### src/rtl/rs_issue_sched_if.sv
// Issue-scheduler bus: RS entry status and FU status in, per-entry grants and
// scheduler occupancy out. clock/reset stay plain module ports.
interface rs_issue_sched_if #(
   parameter int NUM_RS     = 6,
   parameter int ROB_TAG_W  = 5,
   parameter int MULT_DEPTH = 4
);
   localparam int CNT_W = $clog2(MULT_DEPTH + 1);

   logic                          squash;
   logic [ROB_TAG_W-1:0]          rob_head;
   logic [NUM_RS-1:0]             entry_valid;
   logic [NUM_RS-1:0]             entry_ready;
   logic [2*NUM_RS-1:0]           entry_fu;
   logic [ROB_TAG_W*NUM_RS-1:0]   entry_rob_tag;
   logic [3:0]                    fu_ready;
   logic                          mult_done;
   logic                          load_done;
   logic [NUM_RS-1:0]             issue_grant;
   logic [3:0]                    class_grant;
   logic [CNT_W-1:0]              mult_inflight;
   logic                          load_busy;

   modport master (
      output squash, rob_head, entry_valid, entry_ready, entry_fu, entry_rob_tag,
             fu_ready, mult_done, load_done,
      input  issue_grant, class_grant, mult_inflight, load_busy
   );

   modport slave (
      input  squash, rob_head, entry_valid, entry_ready, entry_fu, entry_rob_tag,
             fu_ready, mult_done, load_done,
      output issue_grant, class_grant, mult_inflight, load_busy
   );
endinterface

### src/rtl/rs_issue_sched.sv
// Oldest-first issue scheduler: at most one grant per FU class per cycle, with
// tracking of issued entries, multiplies in flight and the single outstanding load.
module rs_issue_sched #(
   parameter int NUM_RS     = 6,
   parameter int ROB_TAG_W  = 5,
   parameter int MULT_DEPTH = 4
) (
   input logic              clock,
   input logic              reset,
   rs_issue_sched_if.slave  bus
);
   localparam int CNT_W = $clog2(MULT_DEPTH + 1);

   typedef enum logic [1:0] {
      FU_ALU   = 2'd0,
      FU_LOAD  = 2'd1,
      FU_STORE = 2'd2,
      FU_MULT  = 2'd3
   } fu_class_e;

   logic [NUM_RS-1:0]    issued_mask_q, issued_mask_d;
   logic [CNT_W-1:0]     mult_inflight_q, mult_inflight_d;
   logic                 load_busy_q, load_busy_d;

   logic [3:0]           permit;
   logic [1:0]           fu_k   [NUM_RS];
   logic [ROB_TAG_W-1:0] tag_k  [NUM_RS];
   logic [ROB_TAG_W-1:0] age_k  [NUM_RS];
   logic [NUM_RS-1:0]    eligible;

   logic [3:0]           found;
   logic [ROB_TAG_W-1:0] best_age [4];
   logic [NUM_RS-1:0]    best_oh  [4];
   logic [NUM_RS-1:0]    cls_mask [4];
   logic [NUM_RS-1:0]    grant;
   logic [3:0]           cls_grant;

   always_comb begin : elig_c
      permit           = '0;
      permit[FU_ALU]   = 1'b1;
      permit[FU_LOAD]  = !load_busy_q;
      permit[FU_STORE] = 1'b1;
      permit[FU_MULT]  = (mult_inflight_q < CNT_W'(MULT_DEPTH));
      eligible         = '0;
      for (int k = 0; k < NUM_RS; k++) begin
         fu_k[k]  = bus.entry_fu[2*k +: 2];
         tag_k[k] = bus.entry_rob_tag[ROB_TAG_W*k +: ROB_TAG_W];
         // Modular distance from the head keeps ordering correct across tag wrap.
         age_k[k] = tag_k[k] - bus.rob_head;
         eligible[k] = bus.entry_valid[k] && bus.entry_ready[k] && !issued_mask_q[k]
                       && bus.fu_ready[fu_k[k]] && permit[fu_k[k]]
                       && ((fu_k[k] != FU_STORE) || (tag_k[k] == bus.rob_head));
      end
   end

   always_comb begin : select_c
      grant     = '0;
      cls_grant = '0;
      for (int c = 0; c < 4; c++) begin
         found[c]    = 1'b0;
         best_age[c] = '0;
         best_oh[c]  = '0;
         cls_mask[c] = '0;
         // Strict less-than leaves any tie with the lower index.
         for (int k = 0; k < NUM_RS; k++) begin
            cls_mask[c][k] = (fu_k[k] == 2'(c));
            if (eligible[k] && (fu_k[k] == 2'(c)) && (!found[c] || (age_k[k] < best_age[c]))) begin
               found[c]    = 1'b1;
               best_age[c] = age_k[k];
               best_oh[c]  = NUM_RS'(1) << k;
            end
         end
         grant = grant | best_oh[c];
      end
      if (reset || bus.squash) begin
         grant = '0;
      end
      for (int k = 0; k < NUM_RS; k++) begin
         if (grant[k]) begin
            cls_grant[fu_k[k]] = 1'b1;
         end
      end
   end

   // Deallocation beats a same-cycle grant so a reallocated entry starts unissued.
   always_comb begin : next_c
      issued_mask_d   = (issued_mask_q | grant) & bus.entry_valid;
      mult_inflight_d = mult_inflight_q;
      load_busy_d     = load_busy_q;
      if (cls_grant[FU_MULT] && !(bus.mult_done && (mult_inflight_q != '0))) begin
         mult_inflight_d = mult_inflight_q + CNT_W'(1);
      end else if (!cls_grant[FU_MULT] && bus.mult_done && (mult_inflight_q != '0)) begin
         mult_inflight_d = mult_inflight_q - CNT_W'(1);
      end
      if (cls_grant[FU_LOAD]) begin
         load_busy_d = 1'b1;
      end else if (bus.load_done) begin
         load_busy_d = 1'b0;
      end
      if (bus.squash) begin
         issued_mask_d   = '0;
         mult_inflight_d = '0;
         load_busy_d     = 1'b0;
      end
   end

   always_ff @(posedge clock) begin
      if (reset) begin
         issued_mask_q   <= '0;
         mult_inflight_q <= '0;
         load_busy_q     <= 1'b0;
      end else begin
         issued_mask_q   <= issued_mask_d;
         mult_inflight_q <= mult_inflight_d;
         load_busy_q     <= load_busy_d;
      end
   end

   assign bus.issue_grant   = grant;
   assign bus.class_grant   = cls_grant;
   assign bus.mult_inflight = mult_inflight_q;
   assign bus.load_busy     = load_busy_q;

   a_grant_valid_ready: assert property (@(posedge clock) disable iff (reset)
      (grant & ~(bus.entry_valid & bus.entry_ready)) == '0);
   a_mult_bound: assert property (@(posedge clock) disable iff (reset)
      mult_inflight_q <= CNT_W'(MULT_DEPTH));
   a_mult_done_idle: assert property (@(posedge clock) disable iff (reset)
      !(bus.mult_done && (mult_inflight_q == '0)));
   a_load_done_idle: assert property (@(posedge clock) disable iff (reset)
      !(bus.load_done && !load_busy_q));

   for (genvar c = 0; c < 4; c++) begin : g_one_per_class
      a_one_grant: assert property (@(posedge clock) disable iff (reset)
         $onehot0(grant & cls_mask[c]));
   end
endmodule

### src/flat_wrapper.sv
// flat-port wrapper written by rule: the top's interface ports become plain ports
module rs_issue_sched_flat 
#(
   parameter int NUM_RS     = 6,
   parameter int ROB_TAG_W  = 5,
   parameter int MULT_DEPTH = 4
)
  (clock, reset, bus_squash, bus_rob_head, bus_entry_valid, bus_entry_ready, bus_entry_fu, bus_entry_rob_tag, bus_fu_ready, bus_mult_done, bus_load_done, bus_issue_grant, bus_class_grant, bus_mult_inflight, bus_load_busy);
  rs_issue_sched_if #(.NUM_RS(NUM_RS), .ROB_TAG_W(ROB_TAG_W), .MULT_DEPTH(MULT_DEPTH)) bus_i ();
  input logic clock;
  input logic reset;
  input wire logic [$bits(bus_i.squash)-1:0] bus_squash;
  input wire logic [$bits(bus_i.rob_head)-1:0] bus_rob_head;
  input wire logic [$bits(bus_i.entry_valid)-1:0] bus_entry_valid;
  input wire logic [$bits(bus_i.entry_ready)-1:0] bus_entry_ready;
  input wire logic [$bits(bus_i.entry_fu)-1:0] bus_entry_fu;
  input wire logic [$bits(bus_i.entry_rob_tag)-1:0] bus_entry_rob_tag;
  input wire logic [$bits(bus_i.fu_ready)-1:0] bus_fu_ready;
  input wire logic [$bits(bus_i.mult_done)-1:0] bus_mult_done;
  input wire logic [$bits(bus_i.load_done)-1:0] bus_load_done;
  output wire logic [$bits(bus_i.issue_grant)-1:0] bus_issue_grant;
  output wire logic [$bits(bus_i.class_grant)-1:0] bus_class_grant;
  output wire logic [$bits(bus_i.mult_inflight)-1:0] bus_mult_inflight;
  output wire logic [$bits(bus_i.load_busy)-1:0] bus_load_busy;
  assign bus_i.squash = bus_squash;
  assign bus_i.rob_head = bus_rob_head;
  assign bus_i.entry_valid = bus_entry_valid;
  assign bus_i.entry_ready = bus_entry_ready;
  assign bus_i.entry_fu = bus_entry_fu;
  assign bus_i.entry_rob_tag = bus_entry_rob_tag;
  assign bus_i.fu_ready = bus_fu_ready;
  assign bus_i.mult_done = bus_mult_done;
  assign bus_i.load_done = bus_load_done;
  assign bus_issue_grant = bus_i.issue_grant;
  assign bus_class_grant = bus_i.class_grant;
  assign bus_mult_inflight = bus_i.mult_inflight;
  assign bus_load_busy = bus_i.load_busy;
  rs_issue_sched #(.NUM_RS(NUM_RS), .ROB_TAG_W(ROB_TAG_W), .MULT_DEPTH(MULT_DEPTH)) u_core (.clock(clock), .reset(reset), .bus(bus_i));
endmodule
### config.mk
export PLATFORM = sky130hd
export DESIGN_NAME = rs_issue_sched_flat
export DESIGN_NICKNAME = d
export VERILOG_FILES = /design/src/rtl/rs_issue_sched_if.sv /design/src/rtl/rs_issue_sched.sv /design/src/flat_wrapper.sv
export SDC_FILE = /design/constraint.sdc
export NUM_CORES = 1
export LEC_CHECK = 0
export BUFFER_PORTS_ARGS = -buffer_cell sky130_fd_sc_hd__buf_2
export CORE_UTILIZATION = 35
export DETAILED_ROUTE_END_ITERATION = 10
export GPL_TIMING_DRIVEN = 0
export PLACE_DENSITY = 0.51
export SYNTH_ARGS = -nofsm -noshare
export SYNTH_HDL_FRONTEND = slang
export SYNTH_SLANG_ARGS = --single-unit
### constraint.sdc
create_clock -name clock -period 20.4 [get_ports clock]
set_clock_uncertainty 0.2 [all_clocks]
set_input_delay 1.02 -clock clock [delete_from_list [all_inputs] [get_ports clock]]
set_output_delay 1.02 -clock clock [all_outputs]
set_load 0.005 [all_outputs]
## Word-level counts from Yosys, hierarchy flattened

Index checks and enable logic that the tools add are counted.
W data, S select, Z words.

| operators by class | value |
|---|---|
| add/sub/neg operators | 8 |
| multipliers | 0 |
| div/mod/pow operators | 0 |
| $lt $le $gt $ge | 33 |
| equal/unequal tests | 30 |
| shift-type cells | 0 |
| mux-type cells | 111 |
| bitwise operators | 10 |
| reduce and logical (&&, ||, !) cells | 150 |

Operators by type and width:

| cell | number |
|---|---|
| $mux W5 | 23 |
| $lt A5 B5 Y1 | 20 |
| $logic_and A1 B1 Y1 | 84 |
| $mux W6 | 9 |
| $mux W1 | 44 |
| $mux W4 | 9 |
| $eq A5 B5 Y1 | 6 |
| $sub A5 B5 Y5 | 6 |
| $logic_not A1 Y1 | 29 |
| $logic_or A1 B1 Y1 | 27 |
| $bmux W1 S2 | 12 |
| $eq A2 B2 Y1 const B | 12 |
| $or A6 B6 Y6 | 4 |
| $or A4 B4 Y4 | 5 |
| $lt A2 B3 Y1 const B | 6 |
| $mux W3 | 5 |
| $demux W1 S2 | 6 |
| $eq A2 B1 Y1 const B | 6 |
| $ge A2 B1 Y1 const B | 6 |
| $logic_not A2 Y1 | 6 |
| $ne A2 B2 Y1 const B | 6 |
| $and A6 B6 Y6 | 1 |
| $mux W2 | 3 |
| $reduce_bool A2 Y1 | 2 |
| other kinds (5) | 5 |

| word-level totals | value |
|---|---|
| bits in registers | 10 |
| latch bits | 0 |
| bits in writable memories | 0 |
| ROM bits | 0 |
| input bits | 68 |
| output and inout bits | 14 |
| word-level logic and storage cells | 345 |
| memories kept | 0 |

## Depth between registers and ports, before layout

| logic depth | value |
|---|---|
| depth in word-level cells | 47 |
| mapped depth | 59 |
| gate-level depth less buffers | 56 |

## Worst setup path after synthesis

No wires, ideal clock.

| path | value |
|---|---|
| kind | input-to-output |
| from | input port bus_rob_head[1] |
| to | output port bus_class_grant[1] |
| arrival time | 10.333 ns |
| required time | 19.180 ns |
| slack | 8.847 ns |
| stages on the path | 51 |
| buffers on the path | 1 |
| path through | inv_1 ha_1 nand2_1 nor4_1 and2_0 clkbuf_1 nand2_1 ha_1 o21a_1 o21ai_0 nand2b_1 a21oi_1 nor2_1 nor2_1 nand2_1 o21ai_0 inv_1 ha_1 [15 not listed] o21a_1 o21a_1 o21ai_0 nand2b_1 a21oi_1 mux2_2 ha_1 o21a_1 o21ai_0 nand2b_1 a21o_1 a21oi_1 nor3_1 o2bb2ai_1 o31ai_1 o221ai_1 a211oi_1 o41ai_1 |

| between the ends | value |
|---|---|
| longest elaborated chain between the ends | 40 |
| elaborated cells on any way between the ends | 207 |
| classes of those cells | add/sub (6); order compare (20); eq/ne (6); mux (71); bitwise (8); reduce/logical (96) |

Ends and longest elaborated chain:

| item | line | source |
|---|---|---|
| start, declared | flat_wrapper.sv:13 | `input wire logic [$bits(bus_i.rob_head)-1:0] bus_rob_head;` |
| branches (longest 27 deep; another with $sub A5 B5 Y5) | - |  |
| $or A6 B6 Y6 (*) | rs_issue_sched.sv:73 | `grant = grant \| best_oh[c];` |
| $mux W6 (*) | rs_issue_sched.sv:75 | `if (reset \|\| bus.squash) begin` |
| $mux W4 | rs_issue_sched.sv:79 | `if (grant[k]) begin` |
| $or A4 B4 Y4 (no line) | - |  |
| $mux W4 | rs_issue_sched.sv:79 |  |
| $or A4 B4 Y4 (no line) | - |  |
| $mux W4 | rs_issue_sched.sv:79 |  |
| $or A4 B4 Y4 (no line) | - |  |
| $mux W4 | rs_issue_sched.sv:79 |  |
| $or A4 B4 Y4 (no line) | - |  |
| $mux W4 | rs_issue_sched.sv:79 |  |
| $or A4 B4 Y4 (no line) | - |  |
| $mux W4 (*) | rs_issue_sched.sv:79 |  |
| end, declared | flat_wrapper.sv:22 | `output wire logic [$bits(bus_i.class_grant)-1:0] bus_class_grant;` |

Mark *: on every way between the ends.

## Final worst setup path

Same ends and word-level chain as after synthesis.

==> impl_metrics.tcl <==
set metrics [dict create \
    ant_nets 0 \
    grt_pass1_wl_microns 35700 \
    crit_top_cell "o21a_1" \
    worst_path_max_delay_cell "nor4_1" \
    met3WireLength_microns 1130 \
    rsz0062_at_grt "no" \
    numPortBuffers 80 \
    die_w_microns 131 \
    peakVddDrop_mv 0.0482 \
    min_period_ns 14.71 \
    ys_warn_count 0 \
    synth_edf_count 0 \
    cts-resized-gates 0 \
    worst_pin_slew_ns 0.985 \
    finalSetupViolations 0 \
    fin_tns_setup_ns 0 \
    drt-pass1-iter-count 5 \
    syn_avg_cell_area_sq_um 7.09 \
    cts_buffer_depth 2 \
    cts_buffers 3 \
    place_congestion 0.969 \
    synth_fp_nets 1006 \
    m1WireLength_microns 11000 \
    path_max_fanout 12 \
    p_per_area_nw_per_um2 39.8 \
    rows 46 \
    cpPeakStageDelay_ns 0.75 \
    dr_total_vias 6710 \
    syn_to_final_growth_pct 13.0 \
    maxCapViolCount 0 \
    ff2ff_path_depth 53 \
    grt.overflow.total 0 \
    first_iter_violations 505 \
    synthArstFlopShare_pct 0 \
    clk-insertion-delay-late_ns 0.25 \
    grtUsageTotal_pct 26.6 \
    cp_num_buf_inv 6 \
    rr_endpoint "u_core.bus.mult_inflight[2]" \
    slew_headroom_pct 33.7 \
    synth.top_cell.area_share_pct 22.2 \
    cts_hold_buf 0 \
    final_area_sq_um 6620 \
    hold_class "register to register" \
    htreeDepth 1 \
    place_hpwl_microns 19700 \
    die_h_microns 131 \
    antenna_cells 0 \
    rr_startpoint "u_core.issued_mask_q[0]" \
    endpoint_kind "output pin" \
    ys_top_cells_by_area "ha_1 (22%), a21oi_1 (8.4%), nor2_1 (5.3%)" \
    grt_pass1_vias 6455 \
    synthCells 827 \
    finalCritPeriodShare_pct 72.1 \
    cp-start-kind "primary input" \
    met2_length_microns 10200 \
    wl_per_cell_microns 20.5 \
    clock-root-buffer "clkbuf_16" \
    min_to "u_core.issued_mask_q[5]" \
    die_area_sq_um 17300 \
    drcViolationCount 0 \
    worstPathArrival_ns 13.49 \
    yosys.area.top_type "ha_1" \
    antenna_found_initial 1 \
    post_cts_buffers 0 \
    totalWireLength_microns 23100 \
    num-nets-final 1091 \
    synth_cell_types 88 \
    ios 82 \
    clock_sinks 10 \
    ys_ff_latch 10 \
    crit_type "primary input to output pin" \
    clk_pin_slew_ns 0.04 \
    viasPerCell 5.95 \
    synth_flop_cell "dfxtp_1" \
    fmax_ghz 0.0680 \
    hold_viol_final 0 \
    drive_above_1_share_pct 12.8 \
    power_leakage_uw 0.00298 \
    grt_max_degree 13 \
    cp_data_required_time_ns 19.18 \
    hold_depth 1 \
    crit_family "compound AO/OA/AOI/OAI gates" \
    start_util_pct 36.4 \
    top_layer "met5" \
    outcome "finished, final reports clean" \
    cts_tree "yes" \
    syn_area_sq_um 5860 \
    yosysSeqAreaShare_pct 3.41 \
    hp-start "u_core.issued_mask_q[5]" \
    reg2reg_slack_ns 7.77 \
    core_area_sq_um 16100 \
    maxSlewViolCount 0 \
    postPlaceCellArea_sq_um 6540 \
]
layer usage:
metal  global-route usage, %  up-vias
met5                       0        -
met4                    9.69        2
met3                    1.70       40
met2                    44.1      224
met1                    36.1     3117
li1                        -     3327
worst register-to-register path: cells and delay by family, from the launching register on:
family,cells,cell delay (ns)
AO/OA/AOI/OAI,26,5.54
adder cells (fa/ha/maj),6,1.80
buffers and inverters,3,0.47
flip-flops,1,0.31
multiplexers,2,0.76
AND/OR/NAND/NOR,16,3.47
kinds of logic (layout without fill, tap and decap cells):
logic type	Yosys count	in the layout	share of synthesized area, %
compound gates	290	290	32.6
xor+xnor	24	24	3.58
fa+ha+maj	111	111	24.6
buf+inv	59	143	4.35
flops	10	10	3.41
mux	12	12	2.50
simple gates	321	321	29.0
placed cells by master (no fill, tap or decap), types with 7 or more instances in the layout:
cell / instances
nand3_1: 17
nor3_1: 12
clkbuf_1: 10
xor2_1: 12
fa_1: 7
o21ai_0: 44
a21oi_1: 98
dfxtp_1: 10
xnor2_1: 12
nand2_1: 81
nor4_1: 10
inv_1: 41
o21a_1: 23
o21ai_1: 7
and4_1: 8
nor2_1: 83
and3_1: 10
a21o_1: 33
nand4_1: 19
buf_2: 83
nand2b_1: 14
nand3b_1: 9
ha_1: 104
mux2i_1: 9
o211ai_1: 7
state kept, by name, indices dropped and copies added (netlist names):
signal	flops
u_core.issued_mask_q	6
u_core.bus.mult_inflight	3
u_core.bus.load_busy	1
power breakdown:
part           switching (uW)  total [uW]  internal (uW)
combinational             124         202           77.8
sequential              0.500        20.5           20.0
clock                    11.1        40.7           29.7
total                     136         263            127
synth_stat cells (all sizes together) (10+ instances only):
master and n:
a21oi 98, o21a 23, ha 104, nor3 14, o21ai 51, xnor2 12
dfxtp 10, xor2 12, nand3 17, nand4 19, clkbuf 10, nor2 83
nor4 11, and3 10, nand2b 15, a21o 33, inv 41, nand2 82
worst max-delay path by stage:
stage | cells past startpoint | start | endpoint | slack, ns
CTS | 52 | bus_rob_head[1] | bus_class_grant[1] | 5.86
floorplan | 51 | bus_rob_head[1] | bus_class_grant[1] | 8.85
detailed placement | 52 | bus_rob_head[1] | bus_class_grant[1] | 5.89
global route | 52 | bus_rob_head[1] | bus_class_grant[1] | 4.84
finish | 54 | bus_rob_head[1] | bus_class_grant[1] | 5.69
global placement | 54 | bus_rob_head[1] | bus_class_grant[1] | 5.97
stage by stage:
stage / setup WS, ns / power, uW / utilization (%) / hold WS [ns] / std cells
3_3_place_gp: 5.97 / 218 / 40.6 / 0.281 / 1123
3_5_place_dp: 5.89 / 218 / 40.6 / 0.284 / 1123
5_1_grt: 4.84 / 292 / 41.1 / 0.315 / 1127
4_1_cts: 5.86 / 261 / 41.1 / 0.298 / 1127
6_report: 5.69 / 263 / 41.1 / 0.295 / 1127
2_1_floorplan: 8.85 / 160 / - / 0.265 / 827
layout make-up:
| type | count | area, sq um |
|---|---|---|
| repair buffers | 80 | 400 |
| inverters | 41 | 154 |
| fillers | 1787 | 9490 |
| clock buffers | 4 | 88.8 |
| well taps | 216 | 270 |
| plain buffers | 18 | 101 |
| flip-flops and latches | 10 | 200 |
| multi-input cells | 758 | 5410 |
Power figures use the tool's default switching activity.
